--- config.mk ---
export PLATFORM = sky130hd
export DESIGN_NAME = id_ex_stage
export DESIGN_NICKNAME = d
export VERILOG_FILES = /design/src/rtl/core_pkg.sv /design/src/rtl/ex_forward_unit.sv /design/src/rtl/id_ex_stage.sv
export SDC_FILE = /design/constraint.sdc
export NUM_CORES = 1
export LEC_CHECK = 0
export BUFFER_PORTS_ARGS = -buffer_cell sky130_fd_sc_hd__buf_2
export CAP_MARGIN = 25
export CORE_UTILIZATION = 30
export CTS_CLUSTER_SIZE = 25
export DETAILED_ROUTE_END_ITERATION = 10
export PLACE_DENSITY = 0.58
export SYNTH_ARGS = -nofsm -noshare
export SYNTH_HDL_FRONTEND = slang
export SYNTH_HIERARCHICAL = 1
export SYNTH_SLANG_ARGS = --single-unit
export TNS_END_PERCENT = 30
--- constraint.sdc ---
create_clock -name clk -period 3 [get_ports clk]
set_clock_uncertainty 0.15 [all_clocks]
set_input_delay 0.3 -clock clk [delete_from_list [all_inputs] [get_ports clk]]
set_output_delay 0.3 -clock clk [all_outputs]
set_load 0.05 [all_outputs]
--- src/rtl/core_pkg.sv ---
// Shared definitions for the RV32I pipeline: datapath widths, ALU opcodes,
// forwarding-select encoding and the pipeline control bundle.
package core_pkg;

  localparam int N    = 32;
  localparam int RA_W = 5;

  typedef enum logic [2:0] {
    ALU_ADD = 3'b000,
    ALU_SUB = 3'b001,
    ALU_AND = 3'b010,
    ALU_OR  = 3'b011,
    ALU_SLL = 3'b101,
    ALU_SLT = 3'b110,
    ALU_XOR = 3'b111
  } alu_op_e;

  typedef enum logic [1:0] {
    FWD_RF  = 2'b00,
    FWD_WB  = 2'b01,
    FWD_MEM = 2'b10
  } fwd_sel_e;

  typedef struct packed {
    logic reg_write;
    logic mem_read;
    logic mem_write;
    logic mem_to_reg;
    logic branch;
  } ctrl_t;

endpackage

--- src/rtl/ex_forward_unit.sv ---
// EX-stage operand forwarding selects: EX/MEM beats MEM/WB beats register file;
// x0 never forwards.
module ex_forward_unit #(
  parameter int RA_W = core_pkg::RA_W
) (
  input  logic [RA_W-1:0]   rs1,
  input  logic [RA_W-1:0]   rs2,
  input  logic              exm_reg_write,
  input  logic [RA_W-1:0]   exm_rd,
  input  logic              wb_reg_write,
  input  logic [RA_W-1:0]   wb_rd,
  output core_pkg::fwd_sel_e fwd_a,
  output core_pkg::fwd_sel_e fwd_b
);

  function automatic core_pkg::fwd_sel_e pick(
    input logic [RA_W-1:0] rs,
    input logic            exm_we,
    input logic [RA_W-1:0] exm_dst,
    input logic            wb_we,
    input logic [RA_W-1:0] wb_dst
  );
    if (exm_we && (exm_dst != '0) && (exm_dst == rs)) return core_pkg::FWD_MEM;
    if (wb_we && (wb_dst != '0) && (wb_dst == rs))    return core_pkg::FWD_WB;
    return core_pkg::FWD_RF;
  endfunction

  assign fwd_a = pick(rs1, exm_reg_write, exm_rd, wb_reg_write, wb_rd);
  assign fwd_b = pick(rs2, exm_reg_write, exm_rd, wb_reg_write, wb_rd);

endmodule

--- src/rtl/id_ex_stage.sv ---
// ID/EX pipeline register with EX operand forwarding and load-use stall detection.
// Final ALU operands are produced combinationally from the registered fields.
module id_ex_stage #(
  parameter int N    = core_pkg::N,
  parameter int RA_W = core_pkg::RA_W
) (
  input  logic            clk,
  input  logic            reset,
  input  logic            flush,
  input  logic            id_valid,
  input  logic [N-1:0]    id_pc,
  input  logic [N-1:0]    id_rs1_data,
  input  logic [N-1:0]    id_rs2_data,
  input  logic [N-1:0]    id_imm,
  input  logic [RA_W-1:0] id_rs1,
  input  logic [RA_W-1:0] id_rs2,
  input  logic [RA_W-1:0] id_rd,
  input  logic            id_uses_rs1,
  input  logic            id_uses_rs2,
  input  logic [2:0]      id_alu_control,
  input  logic            id_alu_src,
  input  logic            id_alu_a_pc,
  input  logic            id_reg_write,
  input  logic            id_mem_read,
  input  logic            id_mem_write,
  input  logic            id_mem_to_reg,
  input  logic            id_branch,
  input  logic            exm_reg_write,
  input  logic [RA_W-1:0] exm_rd,
  input  logic [N-1:0]    exm_result,
  input  logic            wb_reg_write,
  input  logic [RA_W-1:0] wb_rd,
  input  logic [N-1:0]    wb_result,
  output logic            load_use_stall,
  output logic [N-1:0]    SrcA,
  output logic [N-1:0]    SrcB,
  output logic [2:0]      AluControl,
  output logic [N-1:0]    ex_store_data,
  output logic [N-1:0]    ex_pc,
  output logic [RA_W-1:0] ex_rd,
  output logic            ex_valid,
  output logic            ex_reg_write,
  output logic            ex_mem_read,
  output logic            ex_mem_write,
  output logic            ex_mem_to_reg,
  output logic            ex_branch
);

  typedef struct packed {
    logic           valid;
    core_pkg::ctrl_t ctrl;
    logic [N-1:0]    pc;
    logic [N-1:0]    rs1_data;
    logic [N-1:0]    rs2_data;
    logic [N-1:0]    imm;
    logic [RA_W-1:0] rs1;
    logic [RA_W-1:0] rs2;
    logic [RA_W-1:0] rd;
    logic [2:0]      alu_control;
    logic            alu_src;
    logic            alu_a_pc;
  } id_ex_t;

  id_ex_t             id_word;
  id_ex_t             ex_q;
  core_pkg::fwd_sel_e fwd_a;
  core_pkg::fwd_sel_e fwd_b;
  logic [N-1:0]       fwd_a_data;
  logic [N-1:0]       fwd_b_data;

  // Invalid ID slots carry no side effects into EX.
  always_comb begin
    id_word             = '0;
    id_word.valid       = id_valid;
    id_word.ctrl        = id_valid ? {id_reg_write, id_mem_read, id_mem_write,
                                      id_mem_to_reg, id_branch} : '0;
    id_word.pc          = id_pc;
    id_word.rs1_data    = id_rs1_data;
    id_word.rs2_data    = id_rs2_data;
    id_word.imm         = id_imm;
    id_word.rs1         = id_rs1;
    id_word.rs2         = id_rs2;
    id_word.rd          = id_rd;
    id_word.alu_control = id_alu_control;
    id_word.alu_src     = id_alu_src;
    id_word.alu_a_pc    = id_alu_a_pc;
  end

  // Reset, flush and stall all load the same all-zero bubble.
  always_ff @(posedge clk) begin
    // NOTE: non-blocking so every field updates from pre-edge values, whatever the statement order.
    if (reset || flush || load_use_stall) ex_q <= '0;
    else                                  ex_q <= id_word;
  end

  assign load_use_stall = ex_q.valid && ex_q.ctrl.mem_read && (ex_q.rd != '0) && id_valid &&
                          ((id_uses_rs1 && (id_rs1 == ex_q.rd)) ||
                           (id_uses_rs2 && (id_rs2 == ex_q.rd)));

  ex_forward_unit #(.RA_W(RA_W)) u_fwd (
    .rs1          (ex_q.rs1),
    .rs2          (ex_q.rs2),
    .exm_reg_write(exm_reg_write),
    .exm_rd       (exm_rd),
    .wb_reg_write (wb_reg_write),
    .wb_rd        (wb_rd),
    .fwd_a        (fwd_a),
    .fwd_b        (fwd_b)
  );

  always_comb begin
    // NOTE: defaults first so every path assigns the outputs and no latch is inferred.
    fwd_a_data = ex_q.rs1_data;
    fwd_b_data = ex_q.rs2_data;
    case (fwd_a)
      core_pkg::FWD_MEM: fwd_a_data = exm_result;
      core_pkg::FWD_WB:  fwd_a_data = wb_result;
      default:           fwd_a_data = ex_q.rs1_data;
    endcase
    case (fwd_b)
      core_pkg::FWD_MEM: fwd_b_data = exm_result;
      core_pkg::FWD_WB:  fwd_b_data = wb_result;
      default:           fwd_b_data = ex_q.rs2_data;
    endcase
  end

  assign SrcA          = ex_q.alu_a_pc ? ex_q.pc  : fwd_a_data;
  assign SrcB          = ex_q.alu_src  ? ex_q.imm : fwd_b_data;
  assign ex_store_data = fwd_b_data;
  assign AluControl    = ex_q.alu_control;
  assign ex_pc         = ex_q.pc;
  assign ex_rd         = ex_q.rd;
  assign ex_valid      = ex_q.valid;
  assign ex_reg_write  = ex_q.ctrl.reg_write;
  assign ex_mem_read   = ex_q.ctrl.mem_read;
  assign ex_mem_write  = ex_q.ctrl.mem_write;
  assign ex_mem_to_reg = ex_q.ctrl.mem_to_reg;
  assign ex_branch     = ex_q.ctrl.branch;

endmodule

==> metrics.cfg <==
[floorplan]
rows = 57
start_util_pct = 30.5
io_pins = 378
core_mm2 = 0.0242
fp.dieH_um = 159
die-area_mm2 = 0.0253
die_w_um = 159

[timing]
finalSetupViolations = 93
final.setup.tns_ps = -15230
rsz0062_at_grt = true
slew_headroom_pct = 46.1
maxSlewViolCount = 0
clock.fmax_mhz = 299
final.min_clock_period_ps = 3340
hold_viol_final = 0
min_period_over_period_pct = 111
setup_slack_ps = -344
worst_pin_slew_ps = 809

[grt]
grt_pass1_vias = 9266
grt_pass1_wl_um = 51400
grt_max_degree = 155
gr-total-overflow = 0
antenna_found_initial = 14
grt.total_usage_pct = 26.4

[synth]
ys.warnings.count = 6
syn_inst = 940
ys_ff_latch = 154
yosys.area.top_type = dfxtp_1
synthTopCellsByCount = 217 x nand2_1, 182 x a21oi_1, 154 x dfxtp_1
netlist_area_mm2 = 0.00739
synth_ff_type = dfxtp_1
syn_area_per_cell_um2 = 7.87
syn_nets = 1179
yosysSeqAreaShare_pct = 41.7
synth_area_leaders = dfxtp_1 42%, a21oi_1 12%, nand2_1 11%
synthArstFlopShare_pct = 0
synth_edf_count = 0
yosysMostFrequentCell = nand2_1
ys_types = 29
synth_top_area_share_pct = 41.7

[run_status]
failed_checks = setup timing
status = finished, violations left

[routing]
wl_per_cell_um = 19.3
wl_um = 35000
drc = 0
first_pass_iters = 5
viasPerCell = 4.91
drtIter0Drc = 518
num_vias = 8918
drtAntennaViolNets = 0

[cts]
cts.sinks = 154
cts-root-buf = clkbuf_16
cts_max_path_buffers = 2
clkLatencyLatePin_ps = 430
cts_max_level = 4
cts_buffers = 17
cts_tree = yes
cts.clk_slew.worst_paths_ps = 80

[place]
place_ws_ps = -578
finalWeightedCongestion = 0.885
port-buffer-count = 377
hpwl_um = 22700

[pwr]
peakVddDrop_uv = 316
power_leakage_nw = 6.19
p_per_area_mw_per_mm2 = 395
p_total_mw = 5.87

[critical_path]
cp-end-kind = primary output
crit_fanout = 7
cp.arrival_ps = 2890
cp-start-kind = register
crit_type = reg -> out
reg2reg_slack_ps = 720
cp.required_ps = 2550

[cells_and_area]
fin_util_pct = 61.3
top_register = ex_q
drive_gt1_share_pct = 52.2
fill_cells = 1961
area_growth_pct = 101
largest_reg_flops = 108
nNetsFinal = 1712

[hold_path]
hold_path.class = in -> reg

[job]
drv_cap = 0

==> path summary, 6_finish.rpt <==
path | start | to | depth (start not counted)
worst max-delay path | ex_q[15]$_SDFF_PP0_ | SrcA[6] | 13
worst min-delay path | flush | AluControl[1]$_SDFF_PP0_ | 4
worst max register to register | ex_rd[2]$_SDFF_PP0_ | ex_q[82]$_SDFF_PP0_ | 5
worst min register to register | ex_mem_read$_SDFF_PP0_ | ex_rd[0]$_SDFF_PP0_ | 3
==> layer usage <==
| layer | vias up | track usage, % | wire, um |
|---|---|---|---|
| li1 | 4255 | - | - |
| met1 | 4207 | 29.3 | 13600 |
| met2 | 362 | 47.1 | 18000 |
| met3 | 82 | 6.98 | 2150 |
| met4 | 12 | 12.2 | 1210 |
| met5 | - | 0 | 77 |
==> metrics by stage <==
| stage | instances | cell area [um^2] | hold slack, ps |
|---|---|---|---|
| after global placement | 1595 | 10700 | 364 |
| after global routing | 1815 | 14900 | 77.3 |
| after detailed placement | 1595 | 10700 | 367 |
| after floorplan | 940 | 8300 | 264 |
| final | 1817 | 14900 | 63.6 |
| after CTS | 1797 | 14100 | 38.2 |
==> cell usage in the layout, fill, tap and decap left out, types with 9 or more instances in the layout <==
master	instances
nand2_2	19
buf_4	49
a21oi_2	24
nor2_2	19
buf_12	24
clkbuf_16	22
buf_8	42
dfxtp_1	145
buf_2	279
a22oi_2	55
a21oi_1	153
nand2_1	193
o21ai_4	65
dlygate4sd3_1	153
nor2_1	13
xnor2_1	20
a22oi_1	9
buf_6	85
mux2_4	32
==> worst max-delay path: stages, from the launching register on <==
cell     delay [ps]
dfxtp_4         370
xnor2_4         130
nand3_2         120
nor4_4          350
buf_4           170
inv_1            60
ha_4            170
buf_8           140
buf_8           130
a22oi_2         290
nor2_2           80
a21oi_2         200
o21ai_4          80
buf_6           150
==> area by class of cell <==
class                           instances  area, um^2  share of cell area [%]
Inverter                                9        33.8                   0.227
Tap cell                              324         405                    2.73
Sequential cell                       154        3100                    20.9
Multi-Input combinational cell        650        5090                    34.3
Timing Repair Buffer                  641        5600                    37.7
Clock inverter                         15         181                    1.22
Antenna cell                            7        17.5                   0.118
Clock buffer                           17         425                    2.86
==> repair_timing <==
item | CTS | global route
endpoints found under the setup margin | 96 | 96
endpoints found under the hold margin | 153 | 0
buffers inserted | 12 | 15
hold buffers | 153 | 0
pin swaps | 30 | 41
cloned | 5 | 5
gates resized for setup | 314 | 132
==> power by group <==
| group | total, mW | switching [mW] | internal [mW] |
|---|---|---|---|
| sequential | 2.17 | 0.0485 | 2.12 |
| combinational | 1.45 | 0.787 | 0.668 |
| clock | 2.25 | 1.04 | 1.20 |
==> kinds of logic after synthesis <==
kind of cell             share of synthesized area [%]
multiplexers                                      4.87
buffers and inverters                             11.0
adder cells (fa/ha/maj)                          0.677
XOR/XNOR                                          3.55
AO/OA/AOI/OAI                                     23.9
AND/OR/NAND/NOR                                   14.2
flip-flops                                        41.7
Note: power is estimated with default switching activity, not from simulation.
